===== config.mk =====
export PLATFORM = sky130hd
export DESIGN_NAME = mem_arbiter
export DESIGN_NICKNAME = d
export VERILOG_FILES = /design/src/rtl/mem_arbiter.sv
export SDC_FILE = /design/constraint.sdc
export NUM_CORES = 1
export LEC_CHECK = 0
export BUFFER_PORTS_ARGS = -buffer_cell sky130_fd_sc_hd__clkbuf_2
export CORE_MARGIN = 3
export CORE_UTILIZATION = 27
export DETAILED_ROUTE_END_ITERATION = 16
export HOLD_SLACK_MARGIN = 0.12
export SYNTH_ARGS = -nofsm -noshare
export SYNTH_HDL_FRONTEND = slang
export SYNTH_SLANG_ARGS = --single-unit

===== constraint.sdc =====
create_clock -name clk -period 4.5 [get_ports clk]
set_input_delay 0.225 -clock clk [delete_from_list [all_inputs] [get_ports clk]]
set_output_delay 0.225 -clock clk [all_outputs]
set_load 0.01 [all_outputs]

===== src/rtl/mem_arbiter.sv =====
// Two-port round-robin arbiter in front of the f8 single-port data RAM.
// Port 0 is the core data bus; port 1 is the debug/program loader with a bounded bus lock.
module mem_arbiter #(
   parameter int unsigned ADDR_WIDTH  = 16,
   parameter int unsigned DATA_WIDTH  = 8,
   parameter int unsigned WAIT_STATES = 1,
   parameter int unsigned LOCK_MAX    = 4
) (
   input  logic                  clk,
   input  logic                  power_on_reset,
   input  logic                  req0,
   input  logic                  we0,
   input  logic [ADDR_WIDTH-1:0] addr0,
   input  logic [DATA_WIDTH-1:0] wdata0,
   output logic                  ack0,
   output logic [DATA_WIDTH-1:0] rdata0,
   input  logic                  req1,
   input  logic                  we1,
   input  logic [ADDR_WIDTH-1:0] addr1,
   input  logic [DATA_WIDTH-1:0] wdata1,
   output logic                  ack1,
   output logic [DATA_WIDTH-1:0] rdata1,
   input  logic                  lock1,
   output logic                  mem_en,
   output logic                  mem_we,
   output logic [ADDR_WIDTH-1:0] mem_addr,
   output logic [DATA_WIDTH-1:0] mem_wdata,
   input  logic [DATA_WIDTH-1:0] mem_rdata,
   output logic                  grant,
   output logic                  busy
);

   localparam int unsigned WCNT_W = 3;
   localparam int unsigned LCNT_W = 4;

   typedef enum logic [1:0] {IDLE, ACCESS, ACK} state_t;

   state_t            state;
   logic [WCNT_W-1:0] wcnt;
   logic [LCNT_W-1:0] lock_cnt;
   logic              last_grant;
   logic              win_valid;
   logic              win_port;
   logic              win_by_lock;

   // Winner selection; only consumed while IDLE.
   always_comb begin
      win_valid   = req0 | req1;
      win_port    = 1'b0;
      win_by_lock = 1'b0;
      if (req0 && req1) begin
         if (last_grant && lock1 && (lock_cnt < LCNT_W'(LOCK_MAX))) begin
            win_port    = 1'b1;
            win_by_lock = 1'b1;
         end else begin
            win_port = ~last_grant;
         end
      end else begin
         win_port = req1;
      end
   end

   always_ff @(posedge clk) begin
      if (power_on_reset) begin
         state      <= IDLE;
         ack0       <= 1'b0;
         ack1       <= 1'b0;
         rdata0     <= '0;
         rdata1     <= '0;
         mem_en     <= 1'b0;
         mem_we     <= 1'b0;
         mem_addr   <= '0;
         mem_wdata  <= '0;
         grant      <= 1'b0;
         last_grant <= 1'b1;
         lock_cnt   <= '0;
         wcnt       <= '0;
         busy       <= 1'b0;
      end else begin
         ack0 <= 1'b0;
         ack1 <= 1'b0;
         case (state)
            IDLE: begin
               if (!lock1) lock_cnt <= '0;
               if (win_valid) begin
                  state      <= ACCESS;
                  busy       <= 1'b1;
                  mem_en     <= 1'b1;
                  grant      <= win_port;
                  last_grant <= win_port;
                  mem_we     <= win_port ? we1    : we0;
                  mem_addr   <= win_port ? addr1  : addr0;
                  mem_wdata  <= win_port ? wdata1 : wdata0;
                  wcnt       <= WCNT_W'(WAIT_STATES);
                  // Lock count only advances while it is actually holding off port 0.
                  if (!win_port) begin
                     lock_cnt <= '0;
                  end else if (win_by_lock) begin
                     lock_cnt <= lock_cnt + LCNT_W'(1);
                  end
               end
            end
            ACCESS: begin
               if (wcnt != '0) begin
                  wcnt <= wcnt - WCNT_W'(1);
               end else begin
                  state  <= ACK;
                  mem_en <= 1'b0;
                  if (grant) begin
                     ack1 <= 1'b1;
                     if (!mem_we) rdata1 <= mem_rdata;
                  end else begin
                     ack0 <= 1'b1;
                     if (!mem_we) rdata0 <= mem_rdata;
                  end
               end
            end
            ACK: begin
               state <= IDLE;
               busy  <= 1'b0;
            end
            default: begin
               state  <= IDLE;
               busy   <= 1'b0;
               mem_en <= 1'b0;
            end
         endcase
      end
   end

endmodule


==> flow_summary.toml, run 1 <==
[run_status]
status = "finished clean"

[placement]
gp_congestion = 0.811
place_ws_ns = 2.34
io_buffer_count = 108
dp_hpwl_um = 4200

[detailed_routing]
drc_errors = 0
wl_um = 5810
ant_nets = 0
first_iter_violations = 67
wl_per_cell_um = 12.3
viasPerCell = 4.63
drt_first_pass_iters = 4
vias = 2190

[setup_path]
path_cells = "nor3b_4 > o21a_1 > nand2_1 > o32ai_1"
critPathMaxFanout = 29
setup.worst_path.end_class = "flip-flop"
crit_type = "flip-flop to flip-flop"
cp.arrival_ns = 2.28
rr_worst_depth = 4
start_kind = "flip-flop"
cp.required_ns = 4.72
cpMaxStageDelayCell = "o21a_1"
crit_path_max_incr_delay_ns = 0.87

[sta]
hold_violations = 0
finalSetupViolCount = 0
max_freq_mhz = 487
setup_ws_ns = 2.45
post-route-min-period_ns = 2.05
slew_viol_final = 0
tns_ns = 0
tightestPinTransition_ns = 1.11
skew_ns = 0.00394
fin_crit_sh_pct = 45.7
rsz0062_at_grt = "false"
finalHoldWorstSlack_ns = 0.151
slew_headroom_pct = 26.3

[synth]
synthesis.instances = 267
syn_nets = 333
ys_seq_area_share_pct = 45.8
ys_types = 39
synth_enable_flop_cells = 0
synth-compound-area-share_pct = 16.6
synth-simple-area-share_pct = 24.0
synthMuxAreaShare_pct = 6.96
synthesis.area_um2 = 2450
async_flop_share_pct = 0
ys_ff_latch = 56
yosys_warnings = 0
avgSynthCellArea_um2 = 9.16
synthAdderAreaFrac_pct = 1.53
synth_top_family_by_area = "simple AND/OR/NAND/NOR gates"
synth_xor_area_share_pct = 0.358
synth_ff_type = "dfxtp_1"

[floorplanning]
die_y_um = 101
start_util_pct = 27.9
ios = 109
coreArea_um2 = 8760
die_area_um2 = 10200
rows = 34
die_x_um = 101

[pwr]
p_per_area_nw_per_um2 = 358
p_total_mw = 1.11
vdd_drop_max_uv = 136
total_leakage_power_nw = 1.43

[global_routing]
antenna_found_initial = 0
grt_overflow_total = 0
groute.usage.overall_pct = 11.5
grt_pass1_vias = 2173
grt_pass1_wl_um = 9650
grt_max_degree = 57

[clock_network]
cts_sinks = 56
root_buffer = "clkbuf_8"
cts_hold_buf = 0
tritoncts.num_buffers = 5
cts.path.max_buffers = 2
cts_resized = 0
post_cts_buffers = 0
clk_pin_slew_worst_paths_ns = 0.10
cts_tree = "done"
clk-insertion-delay-late_ns = 0.31
htree_levels = 2

[final_layout]
fin_util_pct = 35.6
areaGrowthSynthToFinish_pct = 27.4
antenna_cells = 0
drive_gt1_share_pct = 36.7
layout.cells.most_common = "clkbuf_2"
fin_nets = 430
layout_common_cells = "clkbuf_2 (108), nand2_1 (56), dfxtp_1 (56)"
fillers = 941

[flow_run]
maxCapViolations = 0

[min_path]
holdPathStages = 3
hold_class = "input port to flip-flop"
-- path summary, 6_finish.rpt --
path	end	startpoint	slack, ns
max	lock_cnt[1]	lock_cnt[2]	2.45
min	mem_addr[7]	addr0[7]	0.15
max reg2reg	lock_cnt[1]	lock_cnt[2]	2.45
min reg2reg	wcnt[0]	wcnt[0]	0.48
-- layer usage --
metal,wire [um],share of wire (%),vias up,track usage [%]
met3,444,7.6,4,2.96
met4,46,0.79,0,3.07
met2,2630,45,74,19.4
li1,-,-,1118,-
met1,2690,46,994,14.6
met5,0,0,-,0
-- cell usage after synthesis, types with 2 or more instances --
| library cell | number | area share (%) |
|---|---|---|
| a211oi_1 | 2 | 0.61 |
| nor2_1 | 48 | 7.4 |
| nand2b_1 | 2 | 0.51 |
| buf_4 | 5 | 1.5 |
| o21ai_0 | 5 | 1.0 |
| inv_1 | 3 | 0.46 |
| a311oi_2 | 10 | 6.1 |
| dfxtp_1 | 56 | 46 |
| a21oi_1 | 5 | 1.0 |
| and2_1 | 2 | 0.51 |
| clkbuf_1 | 7 | 1.1 |
| ha_1 | 3 | 1.5 |
| nand2_1 | 56 | 8.6 |
| a311oi_1 | 15 | 5.4 |
| buf_2 | 6 | 1.2 |
| mux2i_1 | 17 | 7.0 |
| nor3_1 | 3 | 0.61 |
-- power breakdown --
part	total (mW)	switching, mW	internal, mW
registers	0.573	0.0300	0.543
clock network	0.279	0.169	0.111
logic	0.263	0.151	0.112
total	1.11	0.350	0.765
-- final cells by class --
| type | instances | area, um2 | share of cell area (%) |
|---|---|---|---|
| Clock buffer | 5 | 68.8 | 2.21 |
| Clock inverter | 3 | 23.8 | 0.763 |
| Inverter | 3 | 11.3 | 0.361 |
| Multi-Input combinational cell | 189 | 1210 | 38.8 |
| Sequential cell | 56 | 1120 | 36.0 |
| Tap cell | 108 | 135 | 4.34 |
| Timing Repair Buffer | 109 | 548 | 17.6 |
-- cells by family (layout without fill, tap and decap cells) --
kind of cell,Yosys count,in the layout
compound gates,44,44
xor+xnor,1,1
fa+ha+maj,3,3
buf+inv,22,120
flops,56,56
mux,17,17
simple gates,124,124
-- stage by stage --
step | instance area, um2 | std cells
after floorplan | 2450 | 267
after global placement | 3020 | 465
after detailed placement | 3020 | 465
after CTS | 3120 | 473
after global routing | 3120 | 473
final | 3120 | 473
-- worst max-delay path, delay by kind of cell, from the launching register on --
| kind | cells | cell delay [ns] |
|---|---|---|
| AND/OR/NAND/NOR | 2 | 0.46 |
| flip-flops | 1 | 0.35 |
| AO/OA/AOI/OAI | 2 | 1.17 |
-- flip-flops by register name, summed over array words and instances (netlist names) --
signal / count
mem_addr: 16
mem_wdata: 8
rdata0: 8
rdata1: 8
lock_cnt: 4
wcnt: 3
state: 2
ack0: 1
ack1: 1
busy: 1
grant: 1
last_grant: 1
mem_en: 1
mem_we: 1
(Power assumes the default switching activity.)
==> inputs of run 2 (changes only) <==
clock period = 1.7 ns   (was 4.5 ns; I/O delays follow)
==> flow_summary.toml, run 2 (synthesized netlist as in run 1, its figures left out) <==
[floorplanning]
start_util_pct = 27.9
die_x_um = 101
ios = 109
die_y_um = 101
rows = 34
die_area_um2 = 10200
coreArea_um2 = 8760

[min_path]
holdPathStages = 4
hold_class = "input port to flip-flop"
hp-start = "req0"
hold_end = "lock_cnt[0]"

[detailed_routing]
ant_nets = 0
drc_errors = 0
wl_per_cell_um = 13.2
drt_first_pass_iters = 4
vias = 2440
viasPerCell = 4.49
first_iter_violations = 61
wl_um = 7180

[final_layout]
layoutNonFillerInstCount = 543
antenna_cells = 0
largest_reg_flops = 16
fin_nets = 500
areaGrowthSynthToFinish_pct = 59.2
layout.cells.most_common = "clkbuf_2"
drive_gt1_share_pct = 34.3
fin_util_pct = 44.4
layout_common_cells = "clkbuf_2 (107), dlygate4sd3_1 (59), nand2_1 (56)"
top_register = "mem_addr"

[sta]
skew_ns = 0.00410
finalSetupViolCount = 0
slew_viol_final = 0
fin_crit_sh_pct = 95.1
tightestPinTransition_ns = 0.678
setup_ws_ns = 0.0841
max_freq_mhz = 619
tns_ns = 0
post-route-min-period_ns = 1.62
finalHoldWorstSlack_ns = 0.163
hold_violations = 0
slew_headroom_pct = 54.8

[placement]
place_ws_ns = -0.0228
dp_cells = 474
gp_congestion = 0.784
dp_hpwl_um = 4610
io_buffer_count = 108

[global_routing]
grt_pass1_wl_um = 11400
antenna_found_initial = 0
grt_max_degree = 32
grt_pass1_vias = 2487
grt_overflow_total = 0
groute.usage.overall_pct = 13.7

[setup_path]
rr_worst_depth = 6
rr_endpoint = "wcnt[1]"
crit_type = "flip-flop to flip-flop"
cp.required_ns = 1.91
setup.worst_path.end_class = "flip-flop"
critPathMaxFanout = 4
regToRegSetupSlack_ns = 0.08
start_kind = "flip-flop"
reg2reg_from = "wcnt[0]"
cp.arrival_ns = 1.82

[pwr]
sw_frac_of_total_pct = 28.5
total_leakage_power_nw = 1.78
combinationalPowerShare_pct = 26.9
vdd_drop_max_uv = 389
clockPowerShare_pct = 28.1
p_int_mw = 2.41
p_sw_mw = 0.960
p_per_area_nw_per_um2 = 865
p_seq_share_pct = 45.0

[clock_network]
clk-insertion-delay-late_ns = 0.30
htree_levels = 2
clk_pin_slew_worst_paths_ns = 0.10
cts.path.max_buffers = 2
tritoncts.num_buffers = 5
cts_tree = "done"
root_buffer = "clkbuf_8"
cts_sinks = 56

[run_status]
status = "finished clean"

[flow_run]
maxCapViolations = 0
-- run 2: how the worst max path moves through the flow --
| stage | start | to | slack [ns] | cells past startpoint |
|---|---|---|---|---|
| 6_report | wcnt[0] | wcnt[1] | 0.08 | 6 |
| 3_3_place_gp | wcnt[0] | rdata1[5] | 0.03 | 6 |
| 3_5_place_dp | wcnt[0] | rdata1[7] | -0.02 | 6 |
| 5_1_grt | wcnt[0] | wcnt[1] | -0.03 | 6 |
| 4_1_cts | wcnt[0] | wcnt[1] | 0.01 | 6 |
| 2_1_floorplan | wcnt[0] | rdata1[0] | 0.14 | 7 |
-- run 2: stage by stage --
step / power (mW) / area (um2)
after floorplan: 2.01 / 2450
after global placement: 2.32 / 3140
after detailed placement: 2.33 / 3140
after CTS: 3.42 / 3860
after global routing: 3.57 / 3890
final: 3.37 / 3890
-- run 2: routing by layer --
layer  vias up  GRT usage, %  part of all wire [%]
met5         -             0                     0
met4         0          3.48                  0.86
met3         5          3.37                   5.6
met2        86          25.1                    50
met1      1083          15.9                    43
li1       1266             -                     -
-- run 2: final cells by class --
cell class                      instances  area [um2]
Clock buffer                            7        96.3
Clock inverter                          1        30.0
Fill cell                             855        4870
Inverter                                3        11.3
Multi-Input combinational cell        189        1220
Sequential cell                        56        1120
Tap cell                              108         135
Timing Repair Buffer                  179        1270
-- run 2: power by group through the flow --
stage	clock (mW)	sequential [mW]	combinational (mW)
after floorplan	0	1.59	0.428
after global placement	0	1.54	0.778
after detailed placement	0	1.54	0.784
after CTS	1.01	1.51	0.894
after global routing	1.03	1.53	1.00
final	0.947	1.52	0.904
-- run 2: worst max-delay path: stages, from the launching register on --
cell       delay [ns]
dfxtp_2          0.35
inv_1            0.06
ha_1             0.23
nor2b_1          0.17
nor3b_2          0.30
nor2_1           0.09
a2111oi_2        0.32
-- run 2: timing repair --
| action | 4_1_cts | 5_1_grt |
|---|---|---|
| hold endpoints to repair | 42 | 0 |
| hold buffers | 59 | 0 |
| setup endpoints to repair | 3 | 3 |
| gates cloned | 0 | 0 |
| setup buffers | 0 | 2 |
| resized for setup | 1 | 6 |
| pin swaps | 0 | 3 |
